### src/rtl/llc_arb_pkg.sv
// ============================================================================
// Module      : llc_arb_pkg
// Description : Shared FSM encoding and constants for the LLC port arbiter.
// Revision    : 1.0  initial release
// ============================================================================
`default_nettype none

package llc_arb_pkg;

    typedef enum logic [1:0] {
        IDLE  = 2'd0,
        ISSUE = 2'd1,
        WAIT  = 2'd2,
        RESP  = 2'd3
    } arb_state_t;

    // Wide enough for any supported payload; callers slice to DATA_W.
    localparam logic [255:0] ERR_PATTERN = '1;

    localparam int CNT_W = 8;

endpackage

`default_nettype wire

### src/rtl/llc_port_arb_if.sv
// ============================================================================
// Module      : llc_port_arb_if
// Description : Requester-side and LLC-side handshake bundle of one arbiter lane.
// Revision    : 1.0  initial release
// ============================================================================
`default_nettype none

interface llc_port_arb_if #(
    parameter int DATA_W = 64,
    parameter int N_REQ  = 4
);
    logic [N_REQ-1:0]        req_v;
    logic [N_REQ-1:0]        req_r;
    logic [N_REQ*DATA_W-1:0] req_d;
    logic [N_REQ-1:0]        rsp_v;
    logic [N_REQ-1:0]        rsp_r;
    logic [DATA_W-1:0]       rsp_d;
    logic                    rsp_err;
    logic                    llc_so;
    logic                    llc_ro;
    logic [DATA_W-1:0]       llc_do;
    logic                    llc_si_r;
    logic                    llc_ri_r;
    logic [DATA_W-1:0]       llc_di_r;

    modport slave (
        input  req_v, req_d, rsp_r, llc_ro, llc_si_r, llc_di_r,
        output req_r, rsp_v, rsp_d, rsp_err, llc_so, llc_do, llc_ri_r
    );

    modport master (
        output req_v, req_d, rsp_r, llc_ro, llc_si_r, llc_di_r,
        input  req_r, rsp_v, rsp_d, rsp_err, llc_so, llc_do, llc_ri_r
    );
endinterface

`default_nettype wire

### src/rtl/llc_port_arb_rr_pick.sv
// ============================================================================
// Module      : rr_pick
// Description : Combinational round-robin picker; first set request at or after ptr.
// Revision    : 1.0  initial release
// ============================================================================
`default_nettype none

module rr_pick #(
    parameter int N_REQ = 4,
    parameter int ID_W  = 2
) (
    input  logic [N_REQ-1:0] req_v,
    input  logic [ID_W-1:0]  ptr,
    output logic [N_REQ-1:0] gnt_onehot,
    output logic [ID_W-1:0]  gnt_idx,
    output logic             any
);

    function automatic logic [ID_W-1:0] wrap_add(input logic [ID_W-1:0] base, input int off);
        int s;
        s = int'(base) + off;
        if (s >= N_REQ) s = s - N_REQ;
        return s[ID_W-1:0];
    endfunction

    // Scan from farthest to nearest so the candidate closest to ptr wins.
    always_comb begin
        gnt_idx = '0;
        any     = 1'b0;
        for (int k = N_REQ - 1; k >= 0; k--) begin
            if (req_v[wrap_add(ptr, k)]) begin
                gnt_idx = wrap_add(ptr, k);
                any     = 1'b1;
            end
        end
    end

    assign gnt_onehot = any ? (N_REQ'(1) << gnt_idx) : '0;

endmodule

`default_nettype wire

### src/rtl/llc_port_arb.sv
// ============================================================================
// Module      : llc_port_arb
// Description : Round-robin arbiter sharing one LLC lane, one transaction in flight.
//               Optional WAIT timeout enabled by macro LLC_ARB_TIMEOUT_EN.
// Revision    : 1.0  initial release
// ============================================================================
`default_nettype none

module llc_port_arb
    import llc_arb_pkg::*;
#(
    parameter int DATA_W = 64,
    parameter int N_REQ  = 4,
    parameter int ID_W   = 2,
    parameter int TO_CYC = 16
) (
    input  wire logic         clk,
    input  wire logic         reset,
    llc_port_arb_if.slave     bus,
    output logic [ID_W-1:0]   owner,
    output logic              busy,
    output logic              err_flag
);

    if ((2 ** ID_W) < N_REQ || N_REQ < 2 || N_REQ > 8) begin : g_bad_nreq
        $error("llc_port_arb: N_REQ/ID_W out of range");
    end
    if (TO_CYC < 1 || TO_CYC > 255) begin : g_bad_to
        $error("llc_port_arb: TO_CYC out of range");
    end

    arb_state_t        r_state;
    logic [ID_W-1:0]   r_ptr;
    logic [ID_W-1:0]   r_owner;
    logic [DATA_W-1:0] r_req_data;
    logic [DATA_W-1:0] r_rsp_data;
    logic              r_llc_so;
    logic              r_llc_ri;
    logic [N_REQ-1:0]  r_rsp_v;
    logic              r_busy;

    logic [N_REQ-1:0]  w_gnt_oh;
    logic [ID_W-1:0]   w_gnt_idx;
    logic              w_any;
    logic [DATA_W-1:0] w_lane;
    logic [N_REQ-1:0]  w_owner_oh;
    logic [ID_W-1:0]   w_ptr_next;

    rr_pick #(
        .N_REQ (N_REQ),
        .ID_W  (ID_W)
    ) u_pick (
        .req_v      (bus.req_v),
        .ptr        (r_ptr),
        .gnt_onehot (w_gnt_oh),
        .gnt_idx    (w_gnt_idx),
        .any        (w_any)
    );

    assign w_lane     = bus.req_d[DATA_W*int'(w_gnt_idx) +: DATA_W];
    assign w_owner_oh = N_REQ'(1) << r_owner;
    assign w_ptr_next = (int'(r_owner) == N_REQ - 1) ? '0 : r_owner + 1'b1;

`ifdef LLC_ARB_TIMEOUT_EN
    localparam logic [CNT_W-1:0] c_TO_LAST = CNT_W'(TO_CYC - 1);

    logic [CNT_W-1:0] r_cnt;
    logic             r_stale;
    logic             r_rsp_err;
    logic             r_err_flag;
`endif

    always_ff @(posedge clk or negedge reset) begin
        if (!reset) begin
            r_state    <= IDLE;
            r_ptr      <= '0;
            r_owner    <= '0;
            r_req_data <= '0;
            r_rsp_data <= '0;
            r_llc_so   <= 1'b0;
            r_llc_ri   <= 1'b0;
            r_rsp_v    <= '0;
            r_busy     <= 1'b0;
`ifdef LLC_ARB_TIMEOUT_EN
            r_cnt      <= '0;
            r_stale    <= 1'b0;
            r_rsp_err  <= 1'b0;
            r_err_flag <= 1'b0;
`endif
        end else begin
            case (r_state)
                IDLE: begin
                    if (w_any) begin
                        r_req_data <= w_lane;
                        r_owner    <= w_gnt_idx;
                        r_llc_so   <= 1'b1;
                        r_busy     <= 1'b1;
                        r_state    <= ISSUE;
                    end
                end
                ISSUE: begin
                    if (bus.llc_ro) begin
                        r_llc_so <= 1'b0;
                        r_llc_ri <= 1'b1;
                        r_state  <= WAIT;
`ifdef LLC_ARB_TIMEOUT_EN
                        r_cnt    <= '0;
`endif
                    end
                end
                WAIT: begin
                    if (bus.llc_si_r) begin
`ifdef LLC_ARB_TIMEOUT_EN
                        // Late reply of a timed-out transaction: swallow it and keep waiting.
                        if (r_stale) begin
                            r_stale <= 1'b0;
                            r_cnt   <= '0;
                        end else begin
                            r_rsp_err <= 1'b0;
`else
                        begin
`endif
                            r_rsp_data <= bus.llc_di_r;
                            r_llc_ri   <= 1'b0;
                            r_rsp_v    <= w_owner_oh;
                            r_state    <= RESP;
                        end
                    end
`ifdef LLC_ARB_TIMEOUT_EN
                    else if (r_cnt == c_TO_LAST) begin
                        r_rsp_data <= ERR_PATTERN[DATA_W-1:0];
                        r_rsp_err  <= 1'b1;
                        r_err_flag <= 1'b1;
                        r_stale    <= 1'b1;
                        r_llc_ri   <= 1'b0;
                        r_rsp_v    <= w_owner_oh;
                        r_state    <= RESP;
                    end else begin
                        r_cnt <= r_cnt + 1'b1;
                    end
`endif
                end
                RESP: begin
                    if (bus.rsp_r[r_owner]) begin
                        r_ptr   <= w_ptr_next;
                        r_rsp_v <= '0;
                        r_busy  <= 1'b0;
                        r_state <= IDLE;
                    end
                end
                default: r_state <= IDLE;
            endcase
        end
    end

    // Gating with reset keeps req_r low while reset is asserted.
    assign bus.req_r    = (reset && r_state == IDLE) ? w_gnt_oh : '0;
    assign bus.rsp_v    = r_rsp_v;
    assign bus.rsp_d    = r_rsp_data;
    assign bus.llc_so   = r_llc_so;
    assign bus.llc_do   = r_req_data;
    assign bus.llc_ri_r = r_llc_ri;
    assign owner        = r_owner;
    assign busy         = r_busy;

`ifdef LLC_ARB_TIMEOUT_EN
    assign bus.rsp_err = r_rsp_err;
    assign err_flag    = r_err_flag;
`else
    assign bus.rsp_err = 1'b0;
    assign err_flag    = 1'b0;
`endif

endmodule

`default_nettype wire

### src/flat_wrapper.sv
// flat-port wrapper written by rule: the top's interface ports become plain ports
module llc_port_arb_flat import llc_arb_pkg::*;
#(
    parameter int DATA_W = 64,
    parameter int N_REQ  = 4,
    parameter int ID_W   = 2,
    parameter int TO_CYC = 16
)
  (clk, reset, owner, busy, err_flag, bus_req_v, bus_req_d, bus_rsp_r, bus_llc_ro, bus_llc_si_r, bus_llc_di_r, bus_req_r, bus_rsp_v, bus_rsp_d, bus_rsp_err, bus_llc_so, bus_llc_do, bus_llc_ri_r);
  llc_port_arb_if #(.DATA_W(DATA_W), .N_REQ(N_REQ)) bus_i ();
  input  wire logic clk;
  input  wire logic reset;
  output logic [ID_W-1:0] owner;
  output logic busy;
  output logic err_flag;
  input wire logic [$bits(bus_i.req_v)-1:0] bus_req_v;
  input wire logic [$bits(bus_i.req_d)-1:0] bus_req_d;
  input wire logic [$bits(bus_i.rsp_r)-1:0] bus_rsp_r;
  input wire logic [$bits(bus_i.llc_ro)-1:0] bus_llc_ro;
  input wire logic [$bits(bus_i.llc_si_r)-1:0] bus_llc_si_r;
  input wire logic [$bits(bus_i.llc_di_r)-1:0] bus_llc_di_r;
  output wire logic [$bits(bus_i.req_r)-1:0] bus_req_r;
  output wire logic [$bits(bus_i.rsp_v)-1:0] bus_rsp_v;
  output wire logic [$bits(bus_i.rsp_d)-1:0] bus_rsp_d;
  output wire logic [$bits(bus_i.rsp_err)-1:0] bus_rsp_err;
  output wire logic [$bits(bus_i.llc_so)-1:0] bus_llc_so;
  output wire logic [$bits(bus_i.llc_do)-1:0] bus_llc_do;
  output wire logic [$bits(bus_i.llc_ri_r)-1:0] bus_llc_ri_r;
  assign bus_i.req_v = bus_req_v;
  assign bus_i.req_d = bus_req_d;
  assign bus_i.rsp_r = bus_rsp_r;
  assign bus_i.llc_ro = bus_llc_ro;
  assign bus_i.llc_si_r = bus_llc_si_r;
  assign bus_i.llc_di_r = bus_llc_di_r;
  assign bus_req_r = bus_i.req_r;
  assign bus_rsp_v = bus_i.rsp_v;
  assign bus_rsp_d = bus_i.rsp_d;
  assign bus_rsp_err = bus_i.rsp_err;
  assign bus_llc_so = bus_i.llc_so;
  assign bus_llc_do = bus_i.llc_do;
  assign bus_llc_ri_r = bus_i.llc_ri_r;
  llc_port_arb #(.DATA_W(DATA_W), .N_REQ(N_REQ), .ID_W(ID_W), .TO_CYC(TO_CYC)) u_core (.clk(clk), .reset(reset), .bus(bus_i), .owner(owner), .busy(busy), .err_flag(err_flag));
endmodule
### config.mk
export PLATFORM = sky130hd
export DESIGN_NAME = llc_port_arb_flat
export DESIGN_NICKNAME = d
export VERILOG_FILES = /design/src/rtl/llc_arb_pkg.sv /design/src/rtl/llc_port_arb_if.sv /design/src/rtl/llc_port_arb_rr_pick.sv /design/src/rtl/llc_port_arb.sv /design/src/flat_wrapper.sv
export SDC_FILE = /design/constraint.sdc
export NUM_CORES = 1
export LEC_CHECK = 0
export CAP_MARGIN = 0
export CORE_AREA = 4 4 181 183
export DETAILED_ROUTE_END_ITERATION = 8
export DIE_AREA = 0 0 185 187
export PLACE_DENSITY_LB_ADDON = 0.08
export SYNTH_ARGS = -nofsm -noshare
export SYNTH_HDL_FRONTEND = slang
export SYNTH_SLANG_ARGS = --single-unit
### constraint.sdc
create_clock -name clk -period 3.3 [get_ports clk]
set_clock_uncertainty 0.1 [all_clocks]
set_input_delay 0.99 -clock clk [delete_from_list [all_inputs] [get_ports clk]]
set_output_delay 0.99 -clock clk [all_outputs]
set_load 0.05 [all_outputs]
==> metrics.csv, run 1 <==
stage;metric;value;unit
cells_and_area;most common cell after layout, fill and taps aside;clkdlybuf4s50_1;
clocking;Reg clk slew, reported paths;0.06;ns
worst_setup_path;worst-path cell chain;clkdlybuf4s15_1, a21boi_4, buf_4, o221a_4, nor3_4, buf_12;
detailed_routing;routed vias/inst;4.45;
detailed_routing;detailed-route wire length per cell;19.6;um
global_route;initial antenna violation count;2;
die;row cnt;65;
pwr;clock share of power;13.8;%
die;Core Region;31200;sq um
die;Die X;185;um
global_route;largest net degree at the start of global routing;142;
placement;IO Port Bufs;472;
synth;Syn Std Cell Area;7260;sq um
timing;max-slew violation count;0;
timing;min Tclk post-route;3.24;ns
placement;GP Congestion;0.782;
die;die area;34600;sq um
clocking;# clock sinks;141;
timing;Finish-stage setup viols;0;
placement;pre-CTS WS;-0.360;ns
pwr;pwr dens;1030;nW/um^2
worst_setup_path;CP max-delay cell;o221a_4;
hold_path;Hold WC Path Type;reg2reg;
pwr;Leak;5.59;nW
worst_setup_path;crit path launch type;input pin;
die;I/O pin count;475;
cells_and_area;Syn-to-layout area delta;83.2;%
global_route;GRT overflow;0;
cells_and_area;commonest non-fill, non-tap cells in the layout;clkdlybuf4s50_1 (463), nand2_1 (148), dfrtp_1 (141);
clocking;CTS Buf Count;17;
synth;Synth Instances;718;
worst_setup_path;critical path's largest stage delay;0.24;ns
worst_setup_path;Setup crit end kind;primary output;
pwr;Worst VDD drop;0.341;mV
detailed_routing;DRT Pass-1 Iters;4;
pwr;sw frac;48.7;%
pwr;Seq pwr share;22.6;%
timing;worst slew pin tran;0.896;ns
detailed_routing;Post-Route WL;31500;um
detailed_routing;Iter 0 DRT Violations;244;
clocking;CTS Root Cell;clkbuf_16;
synth;Netlist cell types;35;
timing;worst setup margin;0.0613;ns
synth;Seq cells post-synth;141;
detailed_routing;post-route ant nets;0;
clocking;CTS Hold Bufs;0;
cells_and_area;share of cells above drive strength 1;12.5;%
worst_setup_path;Arr. time, crit path;2.15;ns
global_route;vias in the first global route;7408;
global_route;first-pass GRT wire length;45600;um
status;outcome;finished clean;
pwr;Pint;7.02;mW
placement;hpwl dp;23700;um
cells_and_area;Finished Cell Area;13300;sq um
die;Initial Util;23.2;%
detailed_routing;vias after detailed routing;7151;
timing;fin crit share;98.1;%
timing;fmax;309;MHz
worst_setup_path;crit path kind;in2out;
timing;RSZ-0062 raised after global routing;false;
timing;final hold vios;0;
timing;Slew headroom;40.3;%
clocking;TritonCTS clock tree;yes;
clocking;CTS H-tree depth;4;
global_route;Tot GR Track Use;17.4;%
synth;register area share after synthesis;48.6;%
synth;mean area per synthesized cell;10.1;sq um
clocking;Worst-Skew Late Latency;0.42;ns
worst_setup_path;CP required;2.21;ns
pwr;Comb pwr share;63.7;%
flow_run;Max-Cap Viols;0;
worst_setup_path;Critical Path Fanout Max;4;
placement;DP Area;12700;sq um
cells_and_area;nets;1531;
clocking;Clock Tree Buf Depth;2;
pwr;P_sw;6.68;mW
detailed_routing;# DRC;0;
die;Die Ht;187;um
synth;Yosys warnings;0;
==> sequential cells by signal (all words and copies together), names as in the netlist <==
signal and cells:
u_core.bus.rsp_d 64, u_core.bus.llc_so 1, u_core.bus.llc_ri_r 1, u_core.r_ptr 2
u_core.busy 1, u_core.bus.llc_do 64, u_core.bus.rsp_v 4, u_core.owner 2
u_core.r_state 2
==> worst max-delay path: cells and delay by family <==
family | cells | cell delay, ns
compound gates | 2 | 0.41
buf+inv | 3 | 0.52
simple gates | 1 | 0.23
==> cells by family after synthesis <==
family,count (synthesis),synth area share (%)
AO/OA/AOI/OAI,149,14.2
adder cells (fa/ha/maj),8,1.38
buffers and inverters,56,3.84
flip-flops,141,48.6
multiplexers,132,19.5
other,1,0.0517
AND/OR/NAND/NOR,231,12.4
==> path summary, 6_finish.rpt <==
| path | slack [ns] | to | start | depth (start not counted) |
|---|---|---|---|---|
| max in group asynchronous | 1.82 | u_core.bus.llc_do[39] | reset | 2 |
| worst min-delay path | 0.38 | u_core.bus.rsp_v[2] | u_core.bus.rsp_v[2] | 2 |
| worst min register to register | 0.38 | u_core.bus.rsp_v[2] | u_core.bus.rsp_v[2] | 2 |
| worst max-delay path | 0.06 | bus_req_r[2] | bus_req_v[1] | 6 |
| worst max register to register | 0.74 | u_core.bus.llc_do[26] | u_core.r_ptr[1] | 8 |
| min in group asynchronous | 0.58 | u_core.bus.llc_do[12] | reset | 2 |
==> final cells by class <==
cell class	count	area [sq um]
diodes	1	2.50
clock buffers	21	450
clock inverters	11	108
fillers	3039	17900
inverters	7	26.3
multi-input cells	522	3600
flip-flops and latches	141	3530
well taps	402	503
repair buffers	502	5080
==> timing repair <==
item / 4_1_cts / 5_1_grt
pin swaps: 4 / 6
endpoints found under the setup margin: 4 / 4
buffers inserted: 1 / 0
resized for setup: 15 / 6
==> power groups by stage <==
stage / combinational, mW / clock, mW / sequential (mW)
finish: 8.72 / 1.89 / 3.09
global route: 9.27 / 2.03 / 3.21
CTS: 8.87 / 1.95 / 3.10
detailed placement: 8.83 / 0 / 3.11
global placement: 8.83 / 0 / 3.08
floorplan: 2.67 / 0 / 6.01
==> synth_stat cells <==
cell	count	share of area [%]
ha_1	8	1.4
o31ai_1	1	0.10
o221a_2	1	0.16
mux2i_1	65	9.0
nand3_1	1	0.069
a21o_1	1	0.10
nand2b_1	2	0.17
inv_1	7	0.36
a21oi_2	1	0.12
a31oi_1	64	5.5
o21bai_1	1	0.10
a221o_1	1	0.14
a21boi_1	65	6.7
buf_6	1	0.16
a22o_1	1	0.12
or3b_1	1	0.12
a2bb2oi_1	1	0.12
buf_4	12	1.2
o221ai_2	1	0.21
dfrtp_1	141	49
mux4_2	1	0.31
o21ai_1	2	0.14
buf_1	1	0.052
nor2b_1	3	0.26
clkbuf_1	22	1.1
nand2_1	151	7.8
o21ai_0	8	0.55
a21oi_1	1	0.069
nor2_1	67	3.5
mux2_2	66	10
buf_2	13	0.90
and2_1	1	0.086
nor4_2	1	0.17
conb_1	1	0.052
nor3_1	4	0.28
==> stage by stage <==
stage,hold WS (ns),utilization [%],TNS (ns),total power [mW],instances
after detailed placement,0.374,40.6,-12.04,11.9,1573
after global routing,0.416,42.6,0,14.5,1607
final,0.381,42.6,0,13.7,1607
after CTS,0.388,42.6,0,13.9,1606
after global placement,0.371,40.6,-11.80,11.9,1573
after floorplan,0.401,-,0,8.68,719
==> routing by layer <==
layer	GRT usage (%)	vias up	wire length, um
li1	-	3448	-
met1	19.5	3349	12000
met2	30.4	325	15700
met3	7.18	27	3300
met4	4.83	2	469
met5	0	-	13
Note: power is estimated with default switching activity, not from simulation.
==> run 2: changes to the inputs <==
--- a/config.mk
+++ b/config.mk
@@ -5,10 +5,12 @@
 export SDC_FILE = /design/constraint.sdc
 export NUM_CORES = 1
 export LEC_CHECK = 0
+export ABC_CLOCK_PERIOD_IN_PS = 3300
 export CAP_MARGIN = 0
 export CORE_AREA = 4 4 181 183
 export DETAILED_ROUTE_END_ITERATION = 8
 export DIE_AREA = 0 0 185 187
+export HOLD_SLACK_MARGIN = 0.1
 export PLACE_DENSITY_LB_ADDON = 0.08
 export SYNTH_ARGS = -nofsm -noshare
 export SYNTH_HDL_FRONTEND = slang
==> results of run 2 <==
The final DEF is identical to that of run 1; final timing and power are the same.
